$ cat src/rtl/flag_shadow_pkg.sv
// Shared definitions for the status-flag register and its nested-interrupt shadow stack.
package flag_shadow_pkg;

    localparam int FLG_C = 0;
    localparam int FLG_Z = 1;

    typedef enum logic [1:0] {
        STK_IDLE = 2'd0,
        STK_PUSH = 2'd1,
        STK_POP  = 2'd2,
        STK_SWAP = 2'd3
    } stk_op_t;

endpackage

$ cat src/rtl/flag_bit.sv
// One status flag flop: restore from the shadow stack beats CLR, which beats SET, which beats LD.
module flag_bit (
    input  logic clk,
    input  logic rst_n,
    input  logic alu_val,
    input  logic ld,
    input  logic set,
    input  logic clr,
    input  logic restore,
    input  logic restore_val,
    output logic q
);

    logic q_reg;
    logic q_next;

    always_comb begin
        q_next = q_reg;
        if (restore) begin
            q_next = restore_val;
        end else if (clr) begin
            q_next = 1'b0;
        end else if (set) begin
            q_next = 1'b1;
        end else if (ld) begin
            q_next = alu_val;
        end
    end

    always_ff @(posedge clk or negedge rst_n) begin
        if (!rst_n) begin
            q_reg <= 1'b0;
        end else begin
            q_reg <= q_next;
        end
    end

    assign q = q_reg;

endmodule

$ cat src/rtl/flag_shadow_stack.sv
// Status-flag register with a DEPTH-level LIFO shadow stack saved on interrupt entry and restored on RETI.
module flag_shadow_stack
    import flag_shadow_pkg::*;
#(
    parameter int NUM_FLAGS = 2,
    parameter int DEPTH     = 4
) (
    input  logic                       clk,
    input  logic                       rst_n,
    input  logic [NUM_FLAGS-1:0]       flg_alu,
    input  logic [NUM_FLAGS-1:0]       flg_ld,
    input  logic [NUM_FLAGS-1:0]       flg_set,
    input  logic [NUM_FLAGS-1:0]       flg_clr,
    input  logic                       shad_push,
    input  logic                       shad_pop,
    input  logic                       err_clr,
    output logic [NUM_FLAGS-1:0]       flg_out,
    output logic [$clog2(DEPTH+1)-1:0] shad_cnt,
    output logic                       shad_full,
    output logic                       shad_empty,
    output logic                       ovf_err,
    output logic                       unf_err
);

    localparam int CW = $clog2(DEPTH+1);

    logic [NUM_FLAGS-1:0] stack_reg [DEPTH];
    logic [CW-1:0]        cnt_reg;
    logic [CW-1:0]        cnt_next;
    logic                 ovf_reg;
    logic                 unf_reg;
    logic                 ovf_next;
    logic                 unf_next;

    logic                 full;
    logic                 empty;
    stk_op_t              op;
    logic [CW-1:0]        top_idx;
    logic [CW-1:0]        wr_idx;
    logic                 wr_en;
    logic                 restore;
    logic [NUM_FLAGS-1:0] top_val;

    assign full    = (cnt_reg == CW'(DEPTH));
    assign empty   = (cnt_reg == '0);
    assign top_idx = cnt_reg - CW'(1);

    // Push+pop on an empty stack degrades to a plain push; push+pop on a non-empty one is an exchange.
    always_comb begin
        op = STK_IDLE;
        if (shad_push && shad_pop) begin
            op = empty ? STK_PUSH : STK_SWAP;
        end else if (shad_push) begin
            op = full ? STK_IDLE : STK_PUSH;
        end else if (shad_pop) begin
            op = empty ? STK_IDLE : STK_POP;
        end
    end

    always_comb begin
        top_val = '0;
        for (int i = 0; i < DEPTH; i++) begin
            if (top_idx == CW'(i)) begin
                top_val = stack_reg[i];
            end
        end
    end

    assign wr_en   = (op == STK_PUSH) || (op == STK_SWAP);
    assign wr_idx  = (op == STK_SWAP) ? top_idx : cnt_reg;
    assign restore = (op == STK_POP) || (op == STK_SWAP);

    always_comb begin
        cnt_next = cnt_reg;
        case (op)
            STK_PUSH: cnt_next = cnt_reg + CW'(1);
            STK_POP:  cnt_next = cnt_reg - CW'(1);
            default:  cnt_next = cnt_reg;
        endcase
    end

    // A new error in the same cycle as err_clr keeps the sticky flag set.
    always_comb begin
        ovf_next = (ovf_reg && !err_clr) || (shad_push && !shad_pop && full);
        unf_next = (unf_reg && !err_clr) || (shad_pop && empty);
    end

    generate
        for (genvar gi = 0; gi < NUM_FLAGS; gi++) begin : g_flag
            flag_bit u_flag_bit (
                .clk         (clk),
                .rst_n       (rst_n),
                .alu_val     (flg_alu[gi]),
                .ld          (flg_ld[gi]),
                .set         (flg_set[gi]),
                .clr         (flg_clr[gi]),
                .restore     (restore),
                .restore_val (top_val[gi]),
                .q           (flg_out[gi])
            );
        end
    endgenerate

    // The stack captures the pre-edge flag vector; vacated entries keep their data after a pop.
    always_ff @(posedge clk or negedge rst_n) begin
        if (!rst_n) begin
            for (int i = 0; i < DEPTH; i++) begin
                stack_reg[i] <= '0;
            end
        end else if (wr_en) begin
            for (int i = 0; i < DEPTH; i++) begin
                if (wr_idx == CW'(i)) begin
                    stack_reg[i] <= flg_out;
                end
            end
        end
    end

    always_ff @(posedge clk or negedge rst_n) begin
        if (!rst_n) begin
            cnt_reg <= '0;
            ovf_reg <= 1'b0;
            unf_reg <= 1'b0;
        end else begin
            cnt_reg <= cnt_next;
            ovf_reg <= ovf_next;
            unf_reg <= unf_next;
        end
    end

    assign shad_cnt   = cnt_reg;
    assign shad_full  = full;
    assign shad_empty = empty;
    assign ovf_err    = ovf_reg;
    assign unf_err    = unf_reg;

endmodule

$ cat config.mk
export PLATFORM = sky130hd
export DESIGN_NAME = flag_shadow_stack
export DESIGN_NICKNAME = d
export VERILOG_FILES = /design/src/rtl/flag_shadow_pkg.sv /design/src/rtl/flag_bit.sv /design/src/rtl/flag_shadow_stack.sv
export SDC_FILE = /design/constraint.sdc
export NUM_CORES = 1
export LEC_CHECK = 0
export ABC_CLOCK_PERIOD_IN_PS = 2400
export CORE_MARGIN = 2
export CORE_UTILIZATION = 30
export DETAILED_ROUTE_END_ITERATION = 7
export DONT_BUFFER_PORTS = 1
export SLEW_MARGIN = 10
export SYNTH_ARGS = -nofsm -noshare
export SYNTH_HDL_FRONTEND = slang
export SYNTH_HIERARCHICAL = 1
export SYNTH_SLANG_ARGS = --single-unit
$ cat constraint.sdc
create_clock -name clk -period 2.4 [get_ports clk]
set_clock_uncertainty 0.05 [all_clocks]
set_input_delay 0.48 -clock clk [delete_from_list [all_inputs] [get_ports clk]]
set_output_delay 0.48 -clock clk [all_outputs]
set_load 0.005 [all_outputs]
==> summary.md <==
| Metric | Value |
|---|---|
| Core region area | `about 3000 µm²` |
| Avg WL per Cell | `~13 µm` |
| PortBufs | `0` |
| Initial core utilization | `31.45%` |
| Via count | `~660` |
| Cell taking the most area after synthesis | `dfrtp_1` |
| Post-synth net total | `about 110` |
| Required @ worst endpoint | `between 2 and 3 ns` |
| Detail-routed via count per cell | `about 4.7` |
| Mean Syn Cell Area | `~11 µm²` |
| # clock sinks | `15` |
| Global Route Usage Sum | `12.23%` |
| Post-synth top area share | `39.42%` |
| Yosys reg bits | `15` |
| Top post-synthesis cells by area | `dfrtp_1 (39%), ha_1 (12%), mux2_2 (7.1%)` |
| Tmin final | `between 2 and 2.5 ns` |
| Max reg flops | `8` |
| Crit-path max cell delay | `about 0.37 ns` |
| DRC | `0` |
| Most used cell along the critical path | `ha_1` |
| Relative slew slack | `roughly 54%` |
| Register area share after synthesis | `39.42%` |
| Final Cycle Share | `a little over nine tenths` |
| Max frequency | `approximately 440 MHz` |
| Cell chain of the critical path | `inv_1, ha_1, and2b_2, nor2b_2, buf_4, ha_1, xor2_1, nand3_1, mux2_1` |
| Worst-Margin Slew | `approximately 0.7 ns` |
| Cell area after synthesis | `between 900 and 1000 µm²` |
| Final Max Tran Viols | `0` |
| Slowest cell on crit path | `dfrtp_2` |
| Pwr dens | `1176 nW/µm²` |
| Number of synthesized flops with an enable pin | `0` |
| Final setup vio count | `0` |
| Async SR Flop Fraction | `100.0%` |
| Worst hold path class | `in2reg` |
| First-pass DRT Iterations | `4` |
| Post-CTS Setup Inserts | `0` |
| Clk root buf | `clkbuf_4` |
| Final net count | `120` |
| Die area | `3640 µm²` |
| Max Buffers Root-to-Sink | `2` |
| CTS tree | `built` |
| P_leak | `slightly above 0.5 nW` |
| Vias in the first global route | `725` |
| Wirelength, routed | `1.869 mm` |
| CP Launch Type | `flip-flop` |
| YS warnings | `6` |
| Area Overhead vs Synth | `15.64%` |
| FP Rows | `20` |
| Ports | `22` |
| Final core utilization | `a little over a third` |
| Maximum vdd drop | `between 0.0006 and 0.0007 V` |
| Antenna cell count | `0` |
| Initial DRC count | `10` |
| First-pass GRT wire length | `between 3 and 4 mm` |
| Crit path arrival time | `2.39 ns` |
| Num CTS Buffers | `3` |
| Die Ht | `60.34 µm` |
| CP max FO | `3` |
| H-tree levels | `1` |
| Clock transition at the registers of the reported paths | `0.10 ns` |
| Worst Setup Path Type | `reg2reg` |
| Post-Syn Instances | `87` |
| GPL Wtd Cong | `0.7944` |
| Post-synth cell types | `22` |
| Status | `finished clean` |
| Hold Fails Final Rpt | `0` |
| Final ANT Viol Nets | `0` |
| Hpwl dp | `1.485 mm` |
| R2r setup slk | `around 0.14 ns` |
| Share of layout cells above drive strength 1 | `roughly a quarter` |
| FILL cells | `307` |
| Placed Cells | `~140` |
| Clk Latency, worst-skew pair | `0.29 ns` |
| Max-cap violations | `0` |
| Initial antenna violation count | `0` |
| Min Hold Slack | `about 0.21 ns` |
| Post-synth top flop | `dfrtp_1` |
| Gr ovfl total | `0` |
| Setup crit end kind | `flip-flop` |
| Finished Layout Cells | `around 140` |
| Die width | `60.34 µm` |
| Largest net degree at the start of global routing | `16` |
==> where the power goes <==
group / switching (mW) / internal, mW
Clock: 0.0893 / 0.0620
Combinational: 0.331 / 0.345
Sequential: 0.101 / 0.368
Total: 0.521 / 0.775
==> Yosys cell counts (3+ instances only) <==
cell type  number
nor2b_1         5
mux2_1          4
nand2_1         5
a21oi_1         3
dfrtp_1        15
xnor2_1         3
mux2i_1         3
ha_1            9
inv_1           9
mux2_2          6
nor2_1          4
nand3_1         4
xor2_1          3
==> per-layer routing <==
metal	up-vias	share of wire [%]	GRT usage, %
li1	321	-	-
met1	317	43	15.58
met2	14	51	20.50
met3	5	3.3	2.345
met4	0	2.0	4.762
met5	-	0	0
==> layout make-up <==
| cell class | count | area (µm²) | area share (%) |
|---|---|---|---|
| Multi-Input combinational cell | 63 | 560.5 | 50.91 |
| Clock buffer | 3 | 22.52 | 2.045 |
| Inverter | 9 | 33.78 | 3.068 |
| Sequential cell | 15 | 376.6 | 34.20 |
| Tap cell | 44 | 55.05 | 5.000 |
| Clock inverter | 1 | 5.005 | 0.4545 |
| Timing Repair Buffer | 6 | 47.55 | 4.318 |
==> final timing paths <==
path	start	to	cells past startpoint
setup / recovery	shad_cnt[0]$_DFFE_PN0P_	stack_reg[1]$_DFFE_PN0P_	9
hold / removal	flg_clr[1]	g_flag[1].u_flag_bit/q$_DFFE_PN0P_	1
setup reg to reg	shad_cnt[0]$_DFFE_PN0P_	stack_reg[1]$_DFFE_PN0P_	9
hold reg to reg	stack_reg[2]$_DFFE_PN0P_	stack_reg[2]$_DFFE_PN0P_	1
max in group asynchronous	rst_n	shad_cnt[0]$_DFFE_PN0P_	1
min in group asynchronous	rst_n	shad_cnt[2]$_DFFE_PN0P_	1
==> kinds of logic after synthesis <==
family	after synthesis	share of synthesized area, %
fa+ha+maj	9	11.83
simple gates	23	12.88
compound gates	12	11.83
buf+inv	9	3.548
flops	15	39.42
mux	13	14.98
xor+xnor	6	5.520
==> cells in the final DEF, fill, tap and decap left out <==
master          n
a211o_1         2
a21oi_1         3
a221oi_1        2
a221oi_2        2
a22o_1          2
and2b_1         1
and2b_2         2
buf_4           5
clkbuf_4        3
clkinv_2        1
dfrtp_1        14
dfrtp_2         1
dlygate4sd3_1   1
ha_1            8
ha_4            1
inv_1           9
mux2_1          4
mux2_2          6
mux2i_1         3
nand2_1         5
nand3_1         4
nand4_1         1
nor2_1          4
nor2b_1         3
nor2b_2         2
o2bb2ai_2       1
or2_2           1
xnor2_1         3
xor2_1          3
==> per-stage QoR <==
stage                     setup slack, ns  cell area, µm²  setup TNS [ns]  power (mW)
after CTS                         0.07787            1084               0       1.304
after global routing             -0.01402            1101        -0.01626       1.417
after global placement             0.1562            1046               0       1.122
after detailed placement           0.1033            1046               0       1.140
final                              0.1390            1101               0       1.295
after floorplan                   0.02297           953.4               0      0.9475
==> timing repair <==
item	in CTS	in global routing
setup endpoints to repair	0	8
resized for setup	0	4
hold buffers	1	0
hold endpoints to repair	15	0
==> critical path: cells and delay by family (launching register included) <==
family | cells | cell delay (ns)
xor gates and xnor gates | 1 | 0.20
adders and majority gates | 2 | 0.43
buffers and inverters | 2 | 0.20
DFF | 1 | 0.37
muxes | 1 | 0.33
and+or+nand+nor | 3 | 0.55
(Power assumes the default switching activity.)
